File: src/rtl/addsub_arb_pkg.sv
// addsub_arb_pkg: shared constants and types for the add/sub round-robin
// arbiter slice.
//   DATA_W    : ALU operand/result width
//   NREQ_DEF  : default requester count
//   CNT_W_DEF : default statistics counter width (ADDSUB_ARB_STATS_EN only)
//   mode_e    : ALU operation select (MODE_ADD = A+B, MODE_SUB = A-B)
package addsub_arb_pkg;

  localparam int DATA_W    = 8;
  localparam int NREQ_DEF  = 4;
  localparam int CNT_W_DEF = 16;

  typedef enum logic {
    MODE_ADD = 1'b0,
    MODE_SUB = 1'b1
  } mode_e;

endpackage

File: src/rtl/adder_subtractor.sv
// adder_subtractor: 8-bit two's-complement adder/subtractor, combinational.
// Ports:
//   a, b   : operands
//   mode   : 0 = a+b, 1 = a-b
//   result : modulo-2^8 result
//   ovfl   : signed overflow (carry/borrow not reported)
module adder_subtractor
  import addsub_arb_pkg::*;
(
  input  logic [DATA_W-1:0] a,
  input  logic [DATA_W-1:0] b,
  input  logic              mode,
  output logic [DATA_W-1:0] result,
  output logic              ovfl
);

  logic [DATA_W-1:0] b_eff;

  // Subtraction is a + ~b + 1; the carry-in is the mode bit itself.
  assign b_eff  = (mode == MODE_SUB) ? ~b : b;
  assign result = a + b_eff + DATA_W'(mode);
  // Overflow when both effective operands share a sign the result lacks.
  assign ovfl   = (a[DATA_W-1] == b_eff[DATA_W-1]) &&
                  (result[DATA_W-1] != a[DATA_W-1]);

endmodule

File: src/rtl/rr_grant.sv
// rr_grant: combinational round-robin one-hot grant.
// Ports:
//   req : request vector
//   ptr : highest-priority index; search runs ptr, ptr+1, ... wrapping at NREQ
//   en  : grant enable; gnt is all-zero when low
//   gnt : one-hot grant on the first asserted req at or after ptr
module rr_grant #(
  parameter  int NREQ = 4,
  localparam int ID_W = $clog2(NREQ)
) (
  input  logic [NREQ-1:0] req,
  input  logic [ID_W-1:0] ptr,
  input  logic            en,
  output logic [NREQ-1:0] gnt
);

  logic            found;
  logic [ID_W-1:0] idx;

  always_comb begin
    gnt   = '0;
    found = 1'b0;
    idx   = '0;
    for (int unsigned k = 0; k < NREQ; k++) begin
      idx = ID_W'((32'(ptr) + k) % NREQ);
      if (en && !found && req[idx]) begin
        gnt[idx] = 1'b1;
        found    = 1'b1;
      end
    end
  end

endmodule

File: src/rtl/addsub_rr_arbiter.sv
// addsub_rr_arbiter: shares one adder_subtractor between NREQ requesters.
// Round-robin valid/ready issue side, single registered response slot with
// backpressure on the return side.
// Ports:
//   clk, rst_n          : clock, asynchronous active-low reset
//   req_valid/req_ready : per-requester handshake (req_ready one-hot grant)
//   req_a, req_b        : packed operands, requester i at [8i+7:8i]
//   req_mode            : per-requester op, 0 = A+B, 1 = A-B
//   rsp_valid/rsp_ready : response slot handshake
//   rsp_id, rsp_result, rsp_ovfl : held response
//   busy                : response held or any request pending
// Optional (macro ADDSUB_ARB_STATS_EN):
//   stat_clr            : synchronous clear of the counters (wins over increment)
//   stat_ops, stat_ovfl : saturating accept / overflow-accept counters
module addsub_rr_arbiter
  import addsub_arb_pkg::*;
#(
  parameter  int NREQ  = NREQ_DEF,
`ifdef ADDSUB_ARB_STATS_EN
  parameter  int CNT_W = CNT_W_DEF,
`endif
  localparam int ID_W  = $clog2(NREQ)
) (
  input  logic                   clk,
  input  logic                   rst_n,
  input  logic [NREQ-1:0]        req_valid,
  input  logic [NREQ*DATA_W-1:0] req_a,
  input  logic [NREQ*DATA_W-1:0] req_b,
  input  logic [NREQ-1:0]        req_mode,
  output logic [NREQ-1:0]        req_ready,
  output logic                   rsp_valid,
  input  logic                   rsp_ready,
  output logic [ID_W-1:0]        rsp_id,
  output logic [DATA_W-1:0]      rsp_result,
  output logic                   rsp_ovfl,
  output logic                   busy
`ifdef ADDSUB_ARB_STATS_EN
  ,
  input  logic                   stat_clr,
  output logic [CNT_W-1:0]       stat_ops,
  output logic [CNT_W-1:0]       stat_ovfl
`endif
);

  logic [ID_W-1:0]   ptr;
  logic [ID_W-1:0]   sel_id;
  logic              free;
  logic              accept;
  logic [DATA_W-1:0] alu_a;
  logic [DATA_W-1:0] alu_b;
  logic              alu_mode;
  logic [DATA_W-1:0] alu_result;
  logic              alu_ovfl;

  assign free = !rsp_valid || rsp_ready;
  assign busy = rsp_valid || (|req_valid);

  // rst_n gates the enable so req_ready reads 0 while reset is held.
  rr_grant #(.NREQ(NREQ)) u_grant (
    .req (req_valid),
    .ptr (ptr),
    .en  (free && rst_n),
    .gnt (req_ready)
  );

  assign accept = |req_ready;

  // One-hot operand select; only the granted requester drives the ALU.
  always_comb begin
    sel_id   = '0;
    alu_a    = '0;
    alu_b    = '0;
    alu_mode = 1'b0;
    for (int unsigned i = 0; i < NREQ; i++) begin
      if (req_ready[i]) begin
        sel_id   = ID_W'(i);
        alu_a    = req_a[i*DATA_W +: DATA_W];
        alu_b    = req_b[i*DATA_W +: DATA_W];
        alu_mode = req_mode[i];
      end
    end
  end

  adder_subtractor u_alu (
    .a      (alu_a),
    .b      (alu_b),
    .mode   (alu_mode),
    .result (alu_result),
    .ovfl   (alu_ovfl)
  );

  always_ff @(posedge clk or negedge rst_n) begin
    if (!rst_n) begin
      rsp_valid  <= 1'b0;
      rsp_id     <= '0;
      rsp_result <= '0;
      rsp_ovfl   <= 1'b0;
      ptr        <= '0;
    end else if (accept) begin
      rsp_valid  <= 1'b1;
      rsp_id     <= sel_id;
      rsp_result <= alu_result;
      rsp_ovfl   <= alu_ovfl;
      ptr        <= (sel_id == ID_W'(NREQ - 1)) ? '0 : sel_id + 1'b1;
    end else if (rsp_ready) begin
      // Pop only: payload keeps its last value.
      rsp_valid  <= 1'b0;
    end
  end

`ifdef ADDSUB_ARB_STATS_EN
  always_ff @(posedge clk or negedge rst_n) begin
    if (!rst_n) begin
      stat_ops  <= '0;
      stat_ovfl <= '0;
    end else if (stat_clr) begin
      stat_ops  <= '0;
      stat_ovfl <= '0;
    end else if (accept) begin
      if (stat_ops != '1) stat_ops <= stat_ops + 1'b1;
      if (alu_ovfl && (stat_ovfl != '1)) stat_ovfl <= stat_ovfl + 1'b1;
    end
  end
`endif

endmodule

File: config.mk
export PLATFORM = sky130hd
export DESIGN_NAME = addsub_rr_arbiter
export DESIGN_NICKNAME = d
export VERILOG_FILES = /design/src/rtl/addsub_arb_pkg.sv /design/src/rtl/adder_subtractor.sv /design/src/rtl/rr_grant.sv /design/src/rtl/addsub_rr_arbiter.sv
export SDC_FILE = /design/constraint.sdc
export NUM_CORES = 1
export LEC_CHECK = 0
export CORE_MARGIN = 3
export CORE_UTILIZATION = 45
export CTS_CLUSTER_DIAMETER = 30
export DETAILED_ROUTE_END_ITERATION = 6
export PLACE_DENSITY = 0.95
export SETUP_SLACK_MARGIN = 0.3
export SLEW_MARGIN = 20
export SYNTH_ARGS = -nofsm -noshare
export SYNTH_HDL_FRONTEND = slang
export SYNTH_SLANG_ARGS = --single-unit
File: constraint.sdc
create_clock -name clk -period 8.3 [get_ports clk]
set_input_delay 1.245 -clock clk [delete_from_list [all_inputs] [get_ports clk]]
set_output_delay 1.245 -clock clk [all_outputs]
set_load 0.1 [all_outputs]
==> results.toml, run 1 <==
[status]
run_status = "finished clean"

[critical_path]
worstReg2RegStart = "ptr[0]"
critical_path_required_ns = 7.05
critPathKind = "input port to output pin"
startpoint = "req_valid[3]"
critical_path.endpoint_type = "output pin"
reg2reg_slack_ns = 2.85
worst_setup_path_start_kind = "input port"
critical_path_at_ns = 4.92
worst-path-max-fanout = 35

[logic_synthesis]
synth.area.top_cells = "dfrtp_1, ha_1, a21oi_1"
ys_dominant_reg_cell = "dfrtp_1"
yosys_register_bits = 14
yosys.area.top_type = "dfrtp_1"
post_synth_instance_area_um2 = 1960
yosys_warnings = 0
asyncSetResetFlopFracSynth_pct = 100
postSynthCellCount = 234
synth_edf_count = 0
unique_cell_type_count_in_the_yosys_netlist = 57
synth_seq_area_share_pct = 17.9
synthDominantCellAreaShare_pct = 17.9
synth_fp_nets = 323
syn_avg_cell_area_um2 = 8.38

[floorplanning]
rows = 23
die_height_um = 72.0
floorplan.die.width_um = 72.0
coreArea_um2 = 4120
ios = 92
die_area_um2 = 5180
starting_density_pct = 47.6

[global_route]
grt.met3_usage_pct = 2.49
grt-busiest-layer = "met2"
wire_length_of_the_first_global_routing_pass_um = 10400
global_route.usage.total_pct = 24.6
grt_use_met2_pct = 39.5
grt_start_max_net_pins = 36
grt_met1_usage_pct = 34.1
grt_antenna_before_repair = 0
number_of_global_route_vias_before_repair = 2220
grt_overflow = 0

[cells_and_area]
drive_gt1_share_pct = 11.2
ant_diodes = 0
fin_util_pct = 72.1
syn2layout_area_growth_pct = 51.4
layout.cells.most_common = "clkdlybuf4s50_1"
commonest_non_fill_non_tap_cells_in_the_layout = "clkdlybuf4s50_1, nand2_1, a21oi_1"
register_area_um2 = 350
multiInputGateArea_um2 = 1530
num-nets-final = 412
layout_filler_cell_count = 300

[timing]
slew_headroom_pct = 32.0
rsz0062_at_grt = "no"
max_slew_vio_count = 0
setup_violations = 0
timing_hold_violations_final = 0
timing_worst_slew_pin_value_ns = 1.02
finClkSkew_ns = 0.00838
clock.fmax_mhz = 162
timing.final.crit_share_pct = 74.2
sum_of_negative_setup_slack_ns = 0
final_period_minus_worst_setup_slack_ns = 6.16

[clocking]
ctsHtreeMaxLevel = 1
clk_pin_slew_worst_paths_ns = 0.07
cts_tree = "built"
cts_root_buf = "clkbuf_8"
holdBufCountCts = 0
cts_buffers = 3
cts.sink_count = 14
max-clock-path-buffers = 2
cts_resized = 0
post_cts.repair.setup_buffers = 0
worst_skew_pair.late_latency_ns = 0.25

[detailed_routing]
routed_wire_length_per_instance_um = 16.8
drt_iter0_markers = 194
dr.pass1.iters = 4
routed_wl_um = 6260
vias_post_dr = 2194
final_antenna_net_count = 0
vias_per_cell = 5.90
detail_route.drc_violations = 0

[worst_hold_path]
worst_hold_path_type = "flop to flop"
timing.hold.worst.start = "rsp_ovfl"

[placed_design]
gp_congestion = 0.885
dpl.hpwl_um = 4950
port_buffers = 91

[job]
maxCapViolations = 0
sequential cells by signal, summed over array words and instances, names as in the netlist:
name        count
rsp_result      8
ptr             2
rsp_id          2
rsp_ovfl        1
rsp_valid       1
cell usage after synthesis (8+ instances only):
master and instances:
a221oi_1 9, nor3_1 9, nand2_1 21, a22oi_1 12, a21oi_1 19, dfrtp_1 14
nor2_1 15, inv_1 8, ha_1 13, o21ai_0 11, xor2_1 8
through the flow:
stage	worst slack (ns)	instances	hold slack (ns)	cell area, um2
detailed placement	2.15	368	0.467	2910
CTS	2.16	372	0.482	2970
finish	2.14	372	0.478	2970
floorplan	2.51	234	0.729	1960
global route	2.00	372	0.516	2970
global placement	2.23	368	0.461	2910
metal layers:
metal	routed length, um	part of all wire, %
met3	330	5.3
met5	0	0
met4	175	2.8
met2	3040	49
met1	2720	43
cell families (layout without fill, tap and decap cells):
group / count (synthesis) / after routing / synth area share (%)
buffers and inverters: 21 / 109 / 4.15
adder cells (fa/ha/maj): 14 / 14 / 9.32
multiplexers: 13 / 13 / 9.51
flip-flops: 14 / 14 / 17.9
AO/OA/AOI/OAI: 86 / 86 / 33.4
AND/OR/NAND/NOR: 72 / 72 / 19.1
XOR/XNOR: 14 / 14 / 6.64
area by class of cell:
type | count | share of cell area [%]
inverters | 12 | 1.52
flip-flops and latches | 14 | 11.8
well taps | 50 | 2.11
clock buffers | 4 | 1.85
repair buffers | 93 | 31.2
multi-input cells | 199 | 51.5
worst max-delay path: stages:
cell and delay [ns]:
clkdlybuf4s50_1 0.51, mux4_2 0.64, or4_4 0.56, o22a_1 0.27, inv_2 0.43, clkdlybuf4s50_1 1.24
final timing paths:
| kind | cells after the start | to |
|---|---|---|
| max | 6 | req_ready[3] |
| min | 2 | rsp_ovfl |
| max reg2reg | 19 | rsp_result[7] |
| min reg2reg | 2 | rsp_ovfl |
| max in group asynchronous | 2 | rsp_result[7] |
| min in group asynchronous | 2 | rsp_ovfl |
Power of run 1 is not shown: default switching activity piles up to over one toggle a cycle in this logic, so the estimate is an artifact.
==> run 2: changes to the inputs <==
- CORE_UTILIZATION: 45 -> 38
- PLACE_DENSITY: 0.95 -> 0.87
- clock period: 8.3 -> 5.1 ns (I/O delays scaled with it)
==> run 2 against run 1 <==
Cell count rose by 8.9%. Global-route usage fell by 4.1 points. Count of clock-buffer cells in the layout fell by 1. First-iteration DRC count fell by 17%. Critical path depth rose by 12. Non-clock buffer count rose by 17. Worst setup slack got worse by 1.5 ns. Sequential share of layout area fell by 0.58 points. Largest cell class unchanged.
==> results.toml, run 2 (synthesis results as in run 1) <==
[status]
run_status = "finished clean"

[critical_path]
worst-path-max-fanout = 7
path_buf_inv = 3
cells_along_the_critical_path = "dlymetal6s2s_1 > mux4_2 > a31o_1 > a211o_1 > a21oi_4 > inv_2 > buf_4 > a221oi_1 > nor3_1 > a21oi_1 > xor2_1 > ha_1 > a21o_1 > a21oi_1 > o211ai_2 > a31o_2 > xnor2_1 > mux2_2"
critical_path_required_ns = 5.23
critPathKind = "input port to flop"
cell_type_of_the_slowest_stage_on_the_worst_timing_path = "mux4_2"
worst_setup_path_start_kind = "input port"
worst_path_most_repeated_cell = "a21oi_1"
critical_path.endpoint_type = "flop"
critical_path_at_ns = 4.55
slowest_delay_ns = 0.57
critical_path.top_delay_family = "compound AO/OA/AOI/OAI gates"

[timing]
timing.final.crit_share_pct = 86.8
timing_worst_slew_pin_value_ns = 0.977
finClkSkew_ns = 0.00414
clock.fmax_mhz = 226
final_period_minus_worst_setup_slack_ns = 4.43
max_slew_vio_count = 0
setup_violations = 0
timing_hold_violations_final = 0
rsz0062_at_grt = "no"
slew_headroom_pct = 34.7

[cells_and_area]
layout_filler_cell_count = 407
largest_register = "rsp_result"
layout_top_registers = "rsp_result x8, ptr x2, rsp_id x2"
ant_diodes = 0
fin_util_pct = 64.4
number_of_flip_flops_under_the_largest_register_name = 8
commonest_non_fill_non_tap_cells_in_the_layout = "clkdlybuf4s50_1, buf_4, nand2_1"
layout.cells.most_common = "clkdlybuf4s50_1"
drive_gt1_share_pct = 17.2
syn2layout_area_growth_pct = 59.2
num-nets-final = 429
instances_no_fill = 405

[detailed_routing]
detail_route.drc_violations = 0
drt_iter0_markers = 161
routed_wire_length_per_instance_um = 15.2
final_antenna_net_count = 0
dr.pass1.iters = 5
routed_wl_um = 6160
vias_per_cell = 5.56
vias_post_dr = 2251

[global_route]
wire_length_of_the_first_global_routing_pass_um = 10300
grt_overflow = 0
grt_antenna_before_repair = 0
global_route.usage.total_pct = 20.4
grt_start_max_net_pins = 17
number_of_global_route_vias_before_repair = 2275

[worst_hold_path]
worst_hold_path_type = "flop to flop"

[clocking]
cts_root_buf = "clkbuf_8"
clk_pin_slew_worst_paths_ns = 0.06
cts_buffers = 3
worst_skew_pair.late_latency_ns = 0.24
cts.sink_count = 14
ctsHtreeMaxLevel = 1
cts_tree = "built"
max-clock-path-buffers = 2

[job]
maxCapViolations = 0

[floorplanning]
starting_density_pct = 40.4
floorplan.die.width_um = 77.8
rows = 25
die_height_um = 77.8
coreArea_um2 = 4850
die_area_um2 = 6060
ios = 92

[placed_design]
port_buffers = 91
dpl.hpwl_um = 5230
post-place-cells = 400
gp_congestion = 0.918
[run 2: changes by cell type in the layout (fill, tap and decap cells not counted), sizes merged]
| cell | previous run | this run |
|---|---|---|
| buf | 2 | 23 |
| clkbuf | 4 | 3 |
| clkdlybuf4s50 | 91 | 83 |
| dlymetal6s2s | 0 | 4 |
[run 2: routing by layer]
| layer | vias to the layer above | global-route usage [%] | wire length, um |
|---|---|---|---|
| met3 | 4 | 2.32 | 476 |
| li1 | 1103 | - | - |
| met5 | - | 0 | 0 |
| met4 | 0 | 4.45 | 38 |
| met1 | 1042 | 26.3 | 2600 |
| met2 | 102 | 36.4 | 3050 |
[run 2: final timing paths]
path                            endpoint  slack (ns)         start  cells past startpoint
setup / recovery           rsp_result[7]        0.67  req_valid[3]                     18
hold / removal                  rsp_ovfl        0.49      rsp_ovfl                      2
setup reg to reg           rsp_result[7]        0.71        ptr[0]                     19
hold reg to reg                 rsp_ovfl        0.49      rsp_ovfl                      2
max in group asynchronous  rsp_result[2]        3.90         rst_n                      2
min in group asynchronous      rsp_valid        0.75         rst_n                      1
[run 2: layout make-up]
class	instances	area, um2	share of cell area, %
Tap cell	67	83.8	2.69
Timing Repair Buffer	110	1070	34.2
Multi-Input combinational cell	199	1530	49.2
Sequential cell	14	350	11.2
Clock buffer	3	41.3	1.32
Inverter	12	45.0	1.44
[run 2: what timing repair did]
item	in CTS	in global routing
gates resized for setup	2	4
setup endpoints to repair	2	3
hold buffers	0	0
pin swaps	0	0
cloned	0	0
setup buffers	0	2
[run 2: per-stage QoR]
| stage | TNS [ns] | instance area (um2) | setup slack (ns) | hold WS (ns) |
|---|---|---|---|---|
| floorplan | 0 | 1990 | 0.346 | 0.469 |
| global placement | 0 | 3050 | 0.125 | 0.472 |
| detailed placement | -0.0254 | 3050 | -0.0254 | 0.473 |
| CTS | 0 | 3100 | 0.301 | 0.485 |
| global route | 0 | 3120 | 0.398 | 0.496 |
| finish | 0 | 3120 | 0.675 | 0.485 |
[run 2: worst reg2reg max path: stages (launching register included)]
cell and delay, ns:
dfrtp_1 0.34, inv_1 0.09, ha_1 0.41, mux4_2 0.41
a31o_1 0.21, a211o_1 0.34, a21oi_4 0.17, inv_2 0.09
buf_4 0.16, a221oi_1 0.29, nor3_1 0.08, a21oi_1 0.16
xor2_1 0.16, ha_1 0.26, a21o_1 0.16, a21oi_1 0.16
o211ai_2 0.12, a31o_2 0.28, xnor2_1 0.12, mux2_2 0.25
Power of run 2 is left out for the same reason.
==> run 3: changes to the inputs <==
- CTS_CLUSTER_SIZE: unset -> 24
==> results of run 3 <==
Same layout as run 2: the final DEF is identical, and so are final timing and power.
Power of run 3 is left out for the same reason.
